## config.mk

```make
export PLATFORM = sky130hd
export DESIGN_NAME = ped_request_conditioner
export DESIGN_NICKNAME = d
export VERILOG_FILES = /design/src/rtl/ped_request_conditioner.sv
export SDC_FILE = /design/constraint.sdc
export NUM_CORES = 1
export LEC_CHECK = 0
export BUFFER_PORTS_ARGS = -buffer_cell sky130_fd_sc_hd__buf_2
export CAP_MARGIN = 20
export CORE_MARGIN = 4
export CORE_UTILIZATION = 34
export DETAILED_ROUTE_END_ITERATION = 8
export PLACE_DENSITY_LB_ADDON = 0.12
export SKIP_LAST_GASP = 1
export SLEW_MARGIN = 10
export SYNTH_ARGS = -nofsm -noshare
export SYNTH_HDL_FRONTEND = slang
export SYNTH_SLANG_ARGS = --single-unit
```

## constraint.sdc

```tcl
create_clock -name clk -period 6.3 [get_ports clk]
set_input_delay 0 -clock clk [delete_from_list [all_inputs] [get_ports clk]]
set_output_delay 0 -clock clk [all_outputs]
set_load 0.1 [all_outputs]
```

## src/rtl/ped_request_conditioner.sv

```systemverilog
// ped_request_conditioner
//   Cleans the raw North-South and East-West pedestrian push-buttons into request
//   levels for the traffic controller. Each channel runs its own pipeline:
//     - a 2-flop synchroniser,
//     - a debouncer,
//     - rising-edge press detection,
//     - a request FSM (IDLE -> PENDING -> SERVED -> COOLDOWN),
//     - stuck-button detection.
//   The two channels share no state.
//
// Ports
//   clk        in   system clock
//   rst        in   asynchronous active-low reset (0 = reset)
//   btn_NS     in   raw NS push-button, asynchronous, active-high
//   btn_EW     in   raw EW push-button, asynchronous, active-high
//   served_NS  in   controller level: NS pedestrians are being served
//   served_EW  in   controller level: EW pedestrians are being served
//   ped_NS     out  latched NS request level (registered)
//   ped_EW     out  latched EW request level (registered)
//   stuck_NS   out  NS button stuck flag (registered)
//   stuck_EW   out  EW button stuck flag (registered)

module ped_request_conditioner #(
  parameter int unsigned DEBOUNCE_CYCLES = 500000,
  parameter int unsigned COOLDOWN_CYCLES = 50000000,
  parameter int unsigned STUCK_CYCLES    = 1500000000
) (
  input  logic clk,
  input  logic rst,
  input  logic btn_NS,
  input  logic btn_EW,
  input  logic served_NS,
  input  logic served_EW,
  output logic ped_NS,
  output logic ped_EW,
  output logic stuck_NS,
  output logic stuck_EW
);

  localparam int unsigned N_CH   = 2;
  localparam int unsigned DEB_W  = $clog2(DEBOUNCE_CYCLES + 1);
  localparam int unsigned COOL_W = $clog2(COOLDOWN_CYCLES + 1);
  localparam int unsigned STK_W  = $clog2(STUCK_CYCLES + 1);

  localparam logic [DEB_W-1:0]  DEB_LAST  = DEB_W'(DEBOUNCE_CYCLES - 1);
  localparam logic [COOL_W-1:0] COOL_LAST = COOL_W'(COOLDOWN_CYCLES - 1);
  localparam logic [STK_W-1:0]  STK_MAX   = STK_W'(STUCK_CYCLES);

  typedef enum logic [1:0] {
    IDLE     = 2'd0,
    PENDING  = 2'd1,
    SERVED   = 2'd2,
    COOLDOWN = 2'd3
  } state_e;

  // Channel 0 is NS, channel 1 is EW.
  logic [N_CH-1:0] btn_w;
  logic [N_CH-1:0] served_w;
  logic [N_CH-1:0] ped_w;
  logic [N_CH-1:0] stuck_w;

  assign btn_w    = {btn_EW, btn_NS};
  assign served_w = {served_EW, served_NS};

  assign ped_NS   = ped_w[0];
  assign ped_EW   = ped_w[1];
  assign stuck_NS = stuck_w[0];
  assign stuck_EW = stuck_w[1];

  for (genvar ch = 0; ch < N_CH; ch++) begin : g_ch

    logic              sync1_q;
    logic              sync2_q;
    logic              deb_q;
    logic              deb_d;
    logic              deb_dly_q;
    logic [DEB_W-1:0]  deb_cnt_q;
    logic [DEB_W-1:0]  deb_cnt_d;
    logic [STK_W-1:0]  stk_cnt_q;
    logic [STK_W-1:0]  stk_cnt_d;
    logic              stuck_q;
    logic              stuck_d;
    logic [COOL_W-1:0] cool_cnt_q;
    logic [COOL_W-1:0] cool_cnt_d;
    state_e            state_q;
    state_e            state_d;
    logic              ped_q;
    logic              ped_d;
    logic              press_c;

    // Two-flop synchroniser for the asynchronous button; only sync2_q is used.
    always_ff @(posedge clk or negedge rst) begin
      if (!rst) begin
        sync1_q <= 1'b0;
        sync2_q <= 1'b0;
      end else begin
        sync1_q <= btn_w[ch];
        sync2_q <= sync1_q;
      end
    end

    // Debounce: the level only follows sync2_q after DEBOUNCE_CYCLES
    // consecutive cycles of disagreement; any agreement restarts the count.
    always_comb begin
      deb_d     = deb_q;
      deb_cnt_d = '0;
      if (sync2_q != deb_q) begin
        if (deb_cnt_q == DEB_LAST) begin
          deb_d = sync2_q;
        end else begin
          deb_cnt_d = deb_cnt_q + DEB_W'(1);
        end
      end
    end

    // Stuck detection: saturating count of cycles with the debounced level high.
    // The flag follows the next debounced level so it drops on the same edge
    // the debounced level returns to 0.
    always_comb begin
      stk_cnt_d = '0;
      if (deb_q) begin
        stk_cnt_d = (stk_cnt_q == STK_MAX) ? stk_cnt_q : stk_cnt_q + STK_W'(1);
      end
      stuck_d = deb_d && (stk_cnt_d == STK_MAX);
    end

    // Cooldown timer runs only while in COOLDOWN; it reads 0 on entry.
    always_comb begin
      cool_cnt_d = '0;
      if (state_q == COOLDOWN) begin
        cool_cnt_d = cool_cnt_q + COOL_W'(1);
      end
    end

    // Single-cycle press event on the debounced rising edge.
    assign press_c = deb_q & ~deb_dly_q;

    // Datapath registers.
    always_ff @(posedge clk or negedge rst) begin
      if (!rst) begin
        deb_q      <= 1'b0;
        deb_dly_q  <= 1'b0;
        deb_cnt_q  <= '0;
        stk_cnt_q  <= '0;
        stuck_q    <= 1'b0;
        cool_cnt_q <= '0;
      end else begin
        deb_q      <= deb_d;
        deb_dly_q  <= deb_q;
        deb_cnt_q  <= deb_cnt_d;
        stk_cnt_q  <= stk_cnt_d;
        stuck_q    <= stuck_d;
        cool_cnt_q <= cool_cnt_d;
      end
    end

    // FSM state register, with the registered request output.
    always_ff @(posedge clk or negedge rst) begin
      if (!rst) begin
        state_q <= IDLE;
        ped_q   <= 1'b0;
      end else begin
        state_q <= state_d;
        ped_q   <= ped_d;
      end
    end

    // FSM next state. A stuck flag rising while PENDING withdraws the request;
    // presses outside IDLE are dropped.
    always_comb begin
      state_d = state_q;
      case (state_q)
        IDLE: begin
          if (press_c && !stuck_q) begin
            state_d = PENDING;
          end
        end
        PENDING: begin
          if (stuck_d) begin
            state_d = IDLE;
          end else if (served_w[ch]) begin
            state_d = SERVED;
          end
        end
        SERVED: begin
          if (!served_w[ch]) begin
            state_d = COOLDOWN;
          end
        end
        COOLDOWN: begin
          if (cool_cnt_q == COOL_LAST) begin
            state_d = IDLE;
          end
        end
        default: begin
          state_d = IDLE;
        end
      endcase
    end

    // FSM output decode, taken from the next state so ped_q tracks state_q.
    always_comb begin
      ped_d = 1'b0;
      if (state_d == PENDING) begin
        ped_d = 1'b1;
      end
    end

    assign ped_w[ch]   = ped_q;
    assign stuck_w[ch] = stuck_q;

  end

endmodule

```

==> flow_metrics.py <==
metrics = {
    "status": {
        "status": "finished, final reports clean",
    },
    "sta": {
        "period_minus_slack_ns": 3.16,
        "max_freq_mhz": 317,
        "setup_viol": 0,
        "slew_violations": 0,
        "hold_violations": 0,
        "clock_skew_ns": 0.0153,
        "maxSlewHeadroom_pct": 35.5,
        "tightest_slew_ns": 0.958,
        "finalSetupTns_ns": 0,
        "rsz0062_at_grt": "false",
        "period_share_pct": 50.1,
    },
    "logic_synthesis": {
        "async_reset_ff_share_pct": 100,
        "yosys_most_used_dff": "dfrtp_1",
        "yosys.area_share.adder_pct": 1.14,
        "synth_xor_area_share_pct": 11.1,
        "synthesis.area_um2": 8810,
        "synth_warnings": 0,
        "avgSynthCellArea_um2": 9.33,
        "syn_nets": 958,
        "ys_types": 60,
        "synth_compound_area_share_pct": 7.60,
        "synth_top_family_by_area": "simple AND/OR/NAND/NOR gates",
        "synthMuxAreaShare_pct": 1.05,
        "netlist_top_cells_area": "dfrtp_1 48%, xor2_1 6.4%, nor2_1 6.3%, xnor2_1 4.8%, nand3_1 4.0%",
        "synth-simple-area-share_pct": 28.3,
        "synthCells": 944,
        "synth_top_area_share_pct": 47.7,
        "yosysSeqAreaShare_pct": 47.7,
        "synth_edf_count": 0,
        "ys_seq_elements": 168,
        "synth_most_common_cell": "dfrtp_1",
        "synthTopCellsByCount": "168 x dfrtp_1, 147 x nor2_1, 71 x nand3_1, 64 x xor2_1, 59 x nand2_1",
        "synth_top_cell_by_area": "dfrtp_1",
    },
    "drt": {
        "firstDrtPassIters": 5,
        "drcViolationCount": 0,
        "drtAntennaViolNets": 0,
        "vias": 6622,
        "wire_per_inst_um": 14.8,
        "wl_um": 19200,
        "vias_per_cell": 5.13,
        "drtIter0Drc": 443,
    },
    "clocking": {
        "cts.sinks": 168,
        "cts.htree.levels": 4,
        "numCtsBuffers": 17,
        "clk_latency_ns": 0.42,
        "clk_pin_slew_ns": 0.07,
        "cts_tree": "yes",
        "postCtsSetupBuffers": 0,
        "cts_root_buf": "clkbuf_16",
        "cts_buffer_depth": 2,
    },
    "pwr": {
        "p_total_mw": 2.14,
        "power_density_nw_per_um2": 219,
        "p_leak_nw": 3.87,
        "ir_drop_mv": 0.173,
    },
    "floorplan": {
        "start_util_pct": 34.8,
        "io_pins": 10,
        "fp.dieW_um": 169,
        "coreArea_um2": 25300,
        "fp-row-count": 58,
        "dieHeight_um": 169,
        "design.die.area_um2": 28600,
    },
    "placement": {
        "gp_congestion": 0.821,
        "dpl_cell_area_um2": 9190,
        "dp_hpwl_um": 12900,
        "port_buffers": 9,
        "dp_cells": 1257,
    },
    "cells_and_area": {
        "final_area_um2": 9800,
        "syn2layout_area_growth_pct": 11.2,
        "final_layout_size_suffix_gt1_share_pct": 6.76,
        "instances_no_fill": 1292,
        "nets": 965,
        "postLayoutCoreUtil_pct": 38.7,
        "n_antenna_cell": 0,
    },
    "setup_path": {
        "crit_fanout": 18,
        "worstPathCellList": "nand4_2 > or4_4 > o31a_1 > o41ai_2 > nand4b_1 > nor4_4 > o31ai_1",
        "crit_path_top_delay_cell": "or4_4",
        "required_ns": 6.58,
        "crit_family": "simple AND/OR/NAND/NOR gates",
        "worstPathArrival_ns": 3.44,
        "slowest_delay_ns": 0.74,
        "cp-end-kind": "flop",
        "critical_path_class": "flop to flop",
        "crit_buf_inv": 0,
        "start_kind": "flop",
    },
    "global_route": {
        "grt_max_degree": 78,
        "grtUsageTotal_pct": 13.9,
        "grt_first_pass_wirelength_um": 33100,
        "overflow": 0,
        "grt_pass1_vias": 6495,
        "grt_antenna_before_repair": 0,
    },
    "min_path": {
        "hold_class": "primary input to async pin",
    },
    "flow_run": {
        "drv_cap": 0,
    },
}
## flip-flops by register name, summed over array words and instances, names as in the netlist, 2 cells and up
name             count
g_ch.stk_cnt_q      62
g_ch.cool_cnt_q     52
g_ch.deb_cnt_q      38
g_ch.state_q         4
g_ch.deb_dly_q       2
g_ch.deb_q           2
g_ch.sync1_q         2
g_ch.sync2_q         2
## cells in the final DEF, fill, tap and decap left out, types with 11 or more instances in the layout
cell type  instances
xor2_1            64
or3_1             26
o21ai_0           28
nand3_1           71
and2_1            13
nand4_1           30
nand2b_1          11
nor4_1            29
and3_1            14
dfrtp_1          168
nand2_1           59
inv_1             37
clkbuf_16         17
nor3_1            26
a21oi_1           24
nor2_1           147
xnor2_1           48
## report_power, final
group	total [mW]	leakage [nW]	internal [mW]	switching, mW
registers	1.09	2.28	1.08	0.00411
clock network	1.02	0.262	0.560	0.457
logic	0.0383	1.32	0.00858	0.0297
## per-stage QoR
step / hold WS [ns] / setup slack (ns)
3_3_place_gp: 0.0954 / 3.20
5_1_grt: 0.212 / 2.84
2_1_floorplan: -0.296 / 3.48
6_report: 0.180 / 3.14
3_5_place_dp: 0.0918 / 3.16
4_1_cts: 0.194 / 3.15
## path summary, 6_finish.rpt
check | end | cells past startpoint | slack [ns] | startpoint
worst max register to register | g_ch[1].state_q[1] | 7 | 3.14 | g_ch[1].stk_cnt_q[2]
worst min-delay path | g_ch[1].stk_cnt_q[1] | 2 | 0.18 | rst
worst max-delay path | g_ch[1].state_q[1] | 7 | 3.14 | g_ch[1].stk_cnt_q[2]
min in group clk | g_ch[1].sync1_q | 2 | 0.22 | btn_EW
worst min register to register | g_ch[1].sync2_q | 0 | 0.35 | g_ch[1].sync1_q
max in group asynchronous | g_ch[1].cool_cnt_q[3] | 3 | 4.97 | rst
## worst reg2reg max path: stages (launching register included)
cell and delay [ns]:
dfrtp_1 0.47, nand4_2 0.37, or4_4 0.74, o31a_1 0.34
o41ai_2 0.41, nand4b_1 0.19, nor4_4 0.37, o31ai_1 0.12
## cell type report
| class | count | area [µm²] |
|---|---|---|
| fill | 2525 | 15500 |
| multi-input combinational | 707 | 4340 |
| sequential | 168 | 4200 |
| clock buffer | 19 | 443 |
| tap | 330 | 413 |
| timing repair buffer | 20 | 143 |
| inverter | 37 | 139 |
| clock inverter | 11 | 118 |
## per-layer routing
metal	global-route usage, %	wire [µm]	vias up
met1	20.4	10000	3215
met4	3.43	176	0
met2	21.2	8530	71
li1	-	-	3326
met3	2.87	421	10
met5	0	0	-
## cells by family (layout without fill, tap and decap cells)
logic type      Yosys count  after routing
buf+inv                  69             87
fa+ha+maj                 8              8
flops                   168            168
simple gates            477            477
compound gates          101            101
xor+xnor                112            112
mux                       9              9
## repair_timing
| item | CTS | global route |
|---|---|---|
| hold buffers | 5 | 0 |
| gates resized for setup | 0 | 0 |
| endpoints found under the hold margin | 83 | 0 |
Note: power is estimated with default switching activity, not from simulation.
